$ cat src/rtl/spi_route_pkg.sv
// Shared types and helpers for the SPI source router: arbitration state and owner index width.
package spi_route_pkg;

   typedef enum logic [1:0] {
      IDLE  = 2'd0,
      OWNED = 2'd1,
      DRAIN = 2'd2,
      GUARD = 2'd3
   } state_t;

   function automatic int owner_w(input int nsrc);
      return (nsrc > 1) ? $clog2(nsrc) : 1;
   endfunction

endpackage

$ cat src/rtl/spi_sync.sv
// Multi-bit flop chain synchroniser with asynchronous reset to a chosen idle value.
module spi_sync #(
   parameter int               WIDTH   = 1,
   parameter int               DEPTH   = 2,
   parameter logic [WIDTH-1:0] RST_VAL = '0
) (
   input  logic             clk,
   input  logic             rst,
   input  logic [WIDTH-1:0] d,
   output logic [WIDTH-1:0] q
);

   logic [WIDTH-1:0] stage [DEPTH];

   always_ff @(posedge clk or posedge rst) begin
      if (rst) begin
         for (int i = 0; i < DEPTH; i++) stage[i] <= RST_VAL;
      end else begin
         stage[0] <= d;
         for (int i = 1; i < DEPTH; i++) stage[i] <= stage[i-1];
      end
   end

   assign q = stage[DEPTH-1];

endmodule

$ cat src/rtl/spi_route_mux.sv
// Routes one of NSRC SPI masters onto the shared core SPI bus; ownership moves only after
// the owner has been idle long enough, with a no-grant guard gap between owners.
module spi_route_mux
   import spi_route_pkg::*;
#(
   parameter int NSRC        = 2,
   parameter int SYNC_STAGES = 2,
   parameter int IDLE_CYC    = 8,
   parameter int GUARD_CYC   = 4,
   parameter bit CPOL        = 1'b0,
   parameter int LED_BITS    = 20
) (
   input  logic                     CLOCK_50,
   input  logic                     RESET,
   input  logic [NSRC-1:0]          src_ss_n,
   input  logic [NSRC-1:0]          src_sck,
   input  logic [NSRC-1:0]          src_mosi,
   output logic [NSRC-1:0]          src_miso,
   output logic [NSRC-1:0]          src_miso_oe,
   output logic                     bus_sck,
   output logic                     bus_mosi,
   output logic                     bus_ss_n,
   input  logic                     bus_miso,
   output logic [NSRC-1:0]          grant,
   output logic [$clog2(NSRC)-1:0]  owner,
   output logic                     busy,
   output logic                     led_n
);

   localparam int OW  = owner_w(NSRC);
   localparam int ICW = $clog2(IDLE_CYC + 1);
   localparam int GCW = $clog2(GUARD_CYC + 1);
   localparam logic [ICW-1:0] IDLE_LAST  = ICW'(IDLE_CYC - 1);
   localparam logic [GCW-1:0] GUARD_LAST = GCW'(GUARD_CYC - 1);

   state_t               state;
   logic [NSRC-1:0]      grant_r;
   logic [OW-1:0]        owner_r;
   logic                 busy_r;
   logic [ICW-1:0]       idle_cnt;
   logic [GCW-1:0]       guard_cnt;
   logic [LED_BITS-1:0]  led_cnt;

   logic [NSRC-1:0]      req_s;
   logic                 sck_mux;
   logic                 sck_s;
   logic                 sck_d;
   logic                 sck_edge;
   logic                 granted;
   logic                 req_any;
   logic [OW-1:0]        req_idx;
   logic [NSRC-1:0]      req_onehot;

   // Chip selects idle high, so the request chain resets to all-ones.
   spi_sync #(
      .WIDTH   (NSRC),
      .DEPTH   (SYNC_STAGES),
      .RST_VAL ({NSRC{1'b1}})
   ) u_req_sync (
      .clk (CLOCK_50),
      .rst (RESET),
      .d   (src_ss_n),
      .q   (req_s)
   );

   assign sck_mux = src_sck[owner_r];

   spi_sync #(
      .WIDTH   (1),
      .DEPTH   (SYNC_STAGES),
      .RST_VAL (CPOL)
   ) u_sck_sync (
      .clk (CLOCK_50),
      .rst (RESET),
      .d   (sck_mux),
      .q   (sck_s)
   );

   assign granted  = |grant_r;
   assign sck_edge = (sck_s != sck_d);

   // Descending scan leaves the lowest active-low request as the winner.
   always_comb begin
      req_any    = 1'b0;
      req_idx    = '0;
      req_onehot = '0;
      for (int i = NSRC - 1; i >= 0; i--) begin
         if (!req_s[i]) begin
            req_any       = 1'b1;
            req_idx       = OW'(i);
            req_onehot    = '0;
            req_onehot[i] = 1'b1;
         end
      end
   end

   always_ff @(posedge CLOCK_50 or posedge RESET) begin
      if (RESET) begin
         state     <= IDLE;
         grant_r   <= '0;
         owner_r   <= '0;
         busy_r    <= 1'b0;
         idle_cnt  <= '0;
         guard_cnt <= '0;
         sck_d     <= CPOL;
      end else begin
         sck_d <= sck_s;
         case (state)
            IDLE: begin
               if (req_any) begin
                  grant_r <= req_onehot;
                  owner_r <= req_idx;
                  busy_r  <= 1'b1;
                  state   <= OWNED;
               end
            end
            OWNED: begin
               if (req_s[owner_r]) begin
                  idle_cnt <= '0;
                  state    <= DRAIN;
               end
            end
            DRAIN: begin
               // Grant is held until SCK has sat at its idle level long enough.
               if (!req_s[owner_r]) begin
                  state <= OWNED;
               end else if ((sck_s != CPOL) || sck_edge) begin
                  idle_cnt <= '0;
               end else if (idle_cnt == IDLE_LAST) begin
                  grant_r   <= '0;
                  guard_cnt <= '0;
                  state     <= GUARD;
               end else begin
                  idle_cnt <= idle_cnt + ICW'(1);
               end
            end
            GUARD: begin
               if (guard_cnt == GUARD_LAST) begin
                  busy_r <= 1'b0;
                  state  <= IDLE;
               end else begin
                  guard_cnt <= guard_cnt + GCW'(1);
               end
            end
            default: begin
               grant_r <= '0;
               busy_r  <= 1'b0;
               state   <= IDLE;
            end
         endcase
      end
   end

   // Activity stretcher: reloads on every owner SCK edge, bleeds down to zero otherwise.
   always_ff @(posedge CLOCK_50 or posedge RESET) begin
      if (RESET) begin
         led_cnt <= '0;
      end else if (granted && sck_edge) begin
         led_cnt <= '1;
      end else if (led_cnt != '0) begin
         led_cnt <= led_cnt - LED_BITS'(1);
      end
   end

   assign bus_sck     = granted ? src_sck[owner_r]  : CPOL;
   assign bus_mosi    = granted ? src_mosi[owner_r] : 1'b0;
   assign bus_ss_n    = granted ? src_ss_n[owner_r] : 1'b1;
   assign src_miso    = {NSRC{bus_miso}} & grant_r;
   assign src_miso_oe = grant_r;

   assign grant = grant_r;
   assign owner = owner_r;
   assign busy  = busy_r;
   assign led_n = (led_cnt == '0);

endmodule

$ cat config.mk
export PLATFORM = sky130hd
export DESIGN_NAME = spi_route_mux
export DESIGN_NICKNAME = d
export VERILOG_FILES = /design/src/rtl/spi_route_pkg.sv /design/src/rtl/spi_sync.sv /design/src/rtl/spi_route_mux.sv
export SDC_FILE = /design/constraint.sdc
export NUM_CORES = 1
export LEC_CHECK = 0
export CAP_MARGIN = 20
export CELL_PAD_IN_SITES_DETAIL_PLACEMENT = 2
export CELL_PAD_IN_SITES_GLOBAL_PLACEMENT = 2
export CORE_MARGIN = 4
export CORE_UTILIZATION = 39
export DETAILED_ROUTE_END_ITERATION = 10
export GPL_TIMING_DRIVEN = 0
export MAX_ROUTING_LAYER = met4
export PLACE_DENSITY_LB_ADDON = 0.1
export SLEW_MARGIN = 25
export SYNTH_ARGS = -nofsm -noshare
export SYNTH_HDL_FRONTEND = slang
export SYNTH_SLANG_ARGS = --single-unit
$ cat constraint.sdc
create_clock -name CLOCK_50 -period 4.58 [get_ports CLOCK_50]
set_input_delay 0.458 -clock CLOCK_50 [delete_from_list [all_inputs] [get_ports CLOCK_50]]
set_output_delay 0.458 -clock CLOCK_50 [all_outputs]
set_load 0.01 [all_outputs]
==> metrics, run 1 <==
vias in the first global route=2,061; Net Sw Power=0.510 mW; DIE HEIGHT=between 80 and 90 um; Tightest Pin Transition=0.762 ns; mux cell area share after synthesis=5.97%; global route total overflow=0; Async SR Flop Fraction=100%; Synth Area in XOR/XNOR=0%; TNS Setup=0 ns; hpwl dp=about 4.3 mm; Core Box Area=0.00551 mm2; I/O pin count=21; Filler cells=approximately 600; num rows=27; Yosys top cell area share=between 40% and 50%; crit path max-delay cell type=or4b_1; storage element area=0.00101 mm2; final setup fails=0; most common cell after layout, fill and taps aside=dfrtp_1; Main synth FF type=dfrtp_1; share of layout cells above drive strength 1=8.98%; Placement Cell Area=around 0.0025 mm2; Max Cap Viol=0; area share of and/or/nand/nor cells after synthesis=25.6%; Vias=roughly 1,900; WP buf/inv=2; register bit total from synthesis=40; Avg Synthesized Cell Area=9.70 um2; r2r endpoint=led_cnt[13]$_DFFE_PP0P_; Slew HR=between 40% and 50%; hold path depth=0; Setup Crit Path Kind=reg2out; hold wc startpoint=u_req_sync.stage[3]$_DFF_PP1_; full die area=between 0.006 and 0.007 mm2; Internal Power=0.800 mW; CP Cell Sequence=inv_1, ha_1, or4b_1, nor2_1, and3_1, clkdlybuf4s50_1; r2r worst-path depth=7; final hold vios=0; final period utilization=a little under three quarters; Num CTS Buffers=5; Hold Path Sink=u_req_sync.q[1]$_DFF_PP1_; Avg WL per Cell=19.1 um; net count after synthesis=242; hold_ws=~0.36 ns; initial antenna violation count=0; clock skew=slightly above 0.005 ns; R2R setup slack=about 1.8 ns; largest family of logic cells by synthesized area=simple AND/OR/NAND/NOR gates; Crit path arrival time=about 2.8 ns; CP Launch Type=flop; Seq/Total Area, Yosys=a little under half; # port buffers=20; Clock transition at path regs=about 0.080 ns; Synth Cell Area=roughly 0.0022 mm2; Clk Latency, worst-skew pair=~0.3 ns; Clock H-tree levels=2; most frequent cells in the layout=36 x dfrtp_1, 20 x clkdlybuf4s50_1, 17 x nor2_1; Final Cell Area=between 0.002 and 0.003 mm2; CP endpoint kind=primary output; clock power share=about a fifth; All-Layer GR Usage=about a fifth; synth warn=0; synth unique cells=47; status=finished clean; Worst path max stage delay=about 0.57 ns; RSZ-0062 raised after global routing=false; Sequential Power Share=a little under two fifths; vias per std cell=a little under 6; Area growth syn-to-layout=18.2%; Pwr Total=around 1.3 mW; Initial Util=between 30% and 40%; CTS Hold Bufs=0; nets=270; min Tclk post-route=around 3.3 ns; first-pass GRT wire length=~11 mm; Synth Area in Compound Gates=15.1%; Final GP Congestion=0.760; Synth area leaders=dfrtp_1 41%, mux2i_1 5.5%, dfstp_2 4.8%; Data required, critical path=4.12 ns; Gate power share=between 40% and 50%; Leak=roughly 0.93 nW; Synth area leader=dfrtp_1; DRT iter0 DRCs=84; fin. max-slew vios=0; CTS root buffer=clkbuf_8; Initial DRT Pass Iterations=4; worst-path fanout max=8; Post-Synth Adder-Cell Area=under 10%; Post-CTS Setup Bufs=0; final WL=6.27 mm; CTS sink cnt=40; drt drc=0; Post-synth EDFFs=0; area of the multi-input gates=0.00110 mm2; pwr dens=around 500 mW/mm2; Die Width=roughly 83 um; IR drop worst, VDD=about 220 uV; CTS tree=built; post_cts resized=0; ANT nets after route=0; Worst Hold Class=reg2reg; antenna cells=0; largest net degree at the start of global routing=31; Gate Count Post-Synth=227; Sw Ratio=approximately 39%; Clock Path Buffers=2; Worst path top cell family by delay=simple AND/OR/NAND/NOR gates; Final Core Density=between 40% and 50%; max frequency=around 300 MHz; R2R Path Start=led_cnt[0]$_DFFE_PP0P_
==> cell usage after synthesis, types with 2 or more instances <==
cell	n
dfrtp_1	36
mux2i_1	12
inv_1	10
o41ai_1	2
nand2b_1	6
nor2_1	17
nand3_1	12
nand2_1	10
nor4_1	4
or4_1	10
or2_2	2
nor3_1	2
ha_1	6
nor2b_1	6
or3_1	7
buf_2	2
a22o_1	3
a21oi_1	8
dfstp_2	4
and2_1	10
a211oi_1	2
o21bai_1	2
o21ai_0	15
buf_4	2
o31ai_1	10
clkbuf_1	6
==> flip-flops by register name (all words and copies together), names as in the netlist <==
signal            flops
u_sck_sync.stage      1
state                 2
u_req_sync.q          2
guard_cnt             3
owner                 1
led_cnt              20
sck_d                 1
busy                  1
u_sck_sync.q          1
idle_cnt              4
u_req_sync.stage      2
grant                 2
==> per-layer routing <==
layer	track usage, %	vias up	wire length, um
li1	-	890	-
met1	26.5	967	3060
met2	31.1	30	2980
met3	3.87	6	166
met4	5.35	0	61
met5	-	-	0
==> worst max-delay path by stage <==
stage	depth (start not counted)	startpoint	endpoint
4_1_cts	6	led_cnt[0]$_DFFE_PP0P_	led_n
2_1_floorplan	5	led_cnt[0]$_DFFE_PP0P_	led_n
3_3_place_gp	6	led_cnt[0]$_DFFE_PP0P_	led_n
5_1_grt	6	led_cnt[0]$_DFFE_PP0P_	led_n
3_5_place_dp	6	led_cnt[0]$_DFFE_PP0P_	led_n
6_report	6	led_cnt[0]$_DFFE_PP0P_	led_n
==> metrics by stage <==
step | setup WS (ns) | std cells
floorplan | 2.47 | 227
global placement | 1.72 | 319
detailed placement | 1.67 | 320
CTS | 1.32 | 328
global route | 1.15 | 328
finish | 1.33 | 328
==> final cells by class <==
| cell class | instances | area share (%) |
|---|---|---|
| buffer | 12 | 2.16 |
| clock buffer | 8 | 3.46 |
| inverter | 10 | 1.44 |
| multi-input combinational | 165 | 42.3 |
| sequential | 40 | 38.7 |
| tap | 72 | 3.46 |
| timing repair buffer | 21 | 8.47 |
==> cells by family (layout without fill, tap and decap cells) <==
family	after synthesis	count (layout)
AOI/OAI and AO/OA	50	50
buffers and inverters	22	51
muxes	13	13
and+or+nand+nor	96	96
DFF	40	40
adders and majority gates	6	6
==> power by group through the flow <==
stage | clock, mW | combinational (mW) | sequential [mW]
after floorplan | 0 | 0.353 | 0.480
after global placement | 0 | 0.537 | 0.488
after detailed placement | 0 | 0.570 | 0.493
after CTS | 0.262 | 0.580 | 0.488
after global routing | 0.287 | 0.642 | 0.500
final | 0.254 | 0.568 | 0.487
(Power assumes the default switching activity.)
==> inputs of run 2 (changes only) <==
CORE_UTILIZATION = 36   (was 39)
clock period = 3.4 ns   (was 4.58 ns; I/O delays follow)
==> run 2 against run 1 <==
  * Sequential share of layout area decreased by 0.28 points
  * Final cell count increased by 0.91%
  * Largest cell class unchanged
  * Critical endpoint unchanged
  * Flip-flop and latch count unchanged
  * Highest routed layer unchanged
  * Critical path depth unchanged
  * Non-clock buffer count unchanged
  * Via count decreased by 1.4%
  * Worst setup slack got worse by 1.0 ns
  * Power increased by 33%
  * Register-to-register slack got worse by 0.91 ns
  * Die area increased by 7.5%
  * Combinational power increased by 32%
  * Worst hold slack got worse by 0.0086 ns
==> metrics, run 2 (synthesized netlist as in run 1, its figures left out) <==
status=finished clean; Num CTS Buffers=5 (unchanged); largest net degree at the start of global routing=24 (-23%); CP Launch Type=flop; Data required, critical path=3.06 ns (-1.06 ns); full die area=0.00743 mm2 (+7.5%); nets=270 (unchanged); Clock Path Buffers=2 (unchanged); fin. max-slew vios=0 (unchanged); Post-CTS Setup Bufs=0 (unchanged); Worst Hold Class=reg2reg; min Tclk post-route=about 3.1 ns; Area growth syn-to-layout=19.0%; Initial DRT Pass Iterations=4 (unchanged); hold path depth=0 (unchanged); final WL=5.81 mm (-7.3%); CTS root buffer=clkbuf_8; ANT nets after route=0 (unchanged); RSZ-0062 raised after global routing=false; R2R setup slack=0.91 ns (-0.91 ns); Tightest Pin Transition=0.811 ns (+0.0491 ns); num rows=28 (+3.7%); Max Cap Viol=0 (unchanged); r2r worst-path depth=7 (unchanged); CTS sink cnt=40 (unchanged); Crit path arrival time=2.78 ns (about the same); final period utilization=roughly 90%; # port buffers=20 (unchanged); R2R Path Start=led_cnt[0]$_DFFE_PP0P_; max reg flops=20 (unchanged); TNS Setup=0 ns (unchanged); Top Registers=led_cnt (20), idle_cnt (4), guard_cnt (3); Pwr Total=1.74 mW (+33%); All-Layer GR Usage=18.0% (-1.9 points); CTS tree=built; Core Box Area=0.00592 mm2 (+7.5%); drt drc=0 (unchanged); Die Width=86.2 um (+3.7%); initial antenna violation count=0 (unchanged); Leak=0.928 nW (+0.13%); Initial Util=37.2% (-2.8 points); hpwl dp=4.22 mm (-2.4%); most frequent cells in the layout=36 x dfrtp_1, 20 x clkdlybuf4s50_1, 17 x nor2_1; Slew HR=44.4% (-3.4 points); IR drop worst, VDD=344 uV (+54%); Avg WL per Cell=17.5 um (-8.2%); final hold vios=0 (unchanged); Vias=1,867 (-1.4%); Reg with most FFs=led_cnt; hold_ws=0.354 ns (-0.00856 ns); pwr dens=666 mW/mm2 (+32%); post_cts resized=0 (unchanged); Setup Crit Path Kind=reg2out; CTS Hold Bufs=0 (unchanged); hold wc startpoint=u_sck_sync.stage[1]$_DFF_PP0_; Clock H-tree levels=2 (unchanged); I/O pin count=21 (unchanged); first-pass GRT wire length=10.4 mm (-4.0%); vias in the first global route=2,140 (+3.8%); CP endpoint kind=primary output; worst-path fanout max=8 (unchanged); final setup fails=0 (unchanged); max frequency=~320 MHz; Clock transition at path regs=0.08 ns (about the same); global route total overflow=0 (unchanged); Clk Latency, worst-skew pair=0.30 ns (about the same); Hold Path Sink=u_sck_sync.q$_DFF_PP0_; r2r endpoint=led_cnt[15]$_DFFE_PP0P_; vias per std cell=5.64 (-2.3%); most common cell after layout, fill and taps aside=dfrtp_1; clock skew=0.00963 ns (+0.00444 ns); Final GP Congestion=0.745 (-2.0%); share of layout cells above drive strength 1=9.77% (+0.78 points); DRT iter0 DRCs=62 (-26%); antenna cells=0 (unchanged); DIE HEIGHT=86.2 um (+3.7%)
## run 2: cell type report
class | instances | area (um2)
buffer | 12 | 56.3
multi-input combinational | 165 | 1100
timing repair buffer | 21 | 228
sequential | 40 | 1010
tap | 75 | 93.8
clock buffer | 6 | 82.6
fill | 651 | 3300
clock inverter | 2 | 15.0
inverter | 10 | 37.5
## run 2: worst max path at each step
stage / start / end / slack [ns]
floorplan: led_cnt[6]$_DFFE_PP0P_ / led_cnt[19]$_DFFE_PP0P_ / 1.32
global placement: led_cnt[0]$_DFFE_PP0P_ / led_n / 0.65
detailed placement: led_cnt[0]$_DFFE_PP0P_ / led_n / 0.62
CTS: led_cnt[0]$_DFFE_PP0P_ / led_n / 0.28
global route: led_cnt[0]$_DFFE_PP0P_ / led_n / 0.11
finish: led_cnt[0]$_DFFE_PP0P_ / led_n / 0.28
## run 2: metal layers
| metal | routed length (um) | vias up | GRT usage (%) |
|---|---|---|---|
| li1 | - | 894 | - |
| met1 | 2920 | 940 | 24.0 |
| met2 | 2650 | 28 | 28.2 |
| met3 | 173 | 5 | 3.80 |
| met4 | 67 | 0 | 4.67 |
| met5 | 0 | - | - |
## run 2: where the power goes
group / switching, mW / total [mW] / internal [mW] / leakage (nW)
logic: 0.406 / 0.750 / 0.343 / 0.467
registers: 0.0854 / 0.652 / 0.566 / 0.418
clock network: 0.179 / 0.344 / 0.164 / 0.0434
total: 0.671 / 1.74 / 1.07 / 0.928
## run 2: worst max-delay path, stage by stage (launching register included)
cell,delay [ns]
dfrtp_1,0.38
inv_1,0.11
ha_1,0.18
or4b_1,0.57
nor2_1,0.45
and3_1,0.27
clkdlybuf4s50_1,0.54
## run 2: per-stage QoR
stage	utilization [%]	area (um2)	setup slack, ns	std cells
floorplan	-	2200	1.32	227
global placement	42.1	2490	0.648	322
detailed placement	42.6	2520	0.622	323
CTS	44.3	2620	0.281	331
global route	44.3	2620	0.110	331
finish	44.3	2620	0.280	331
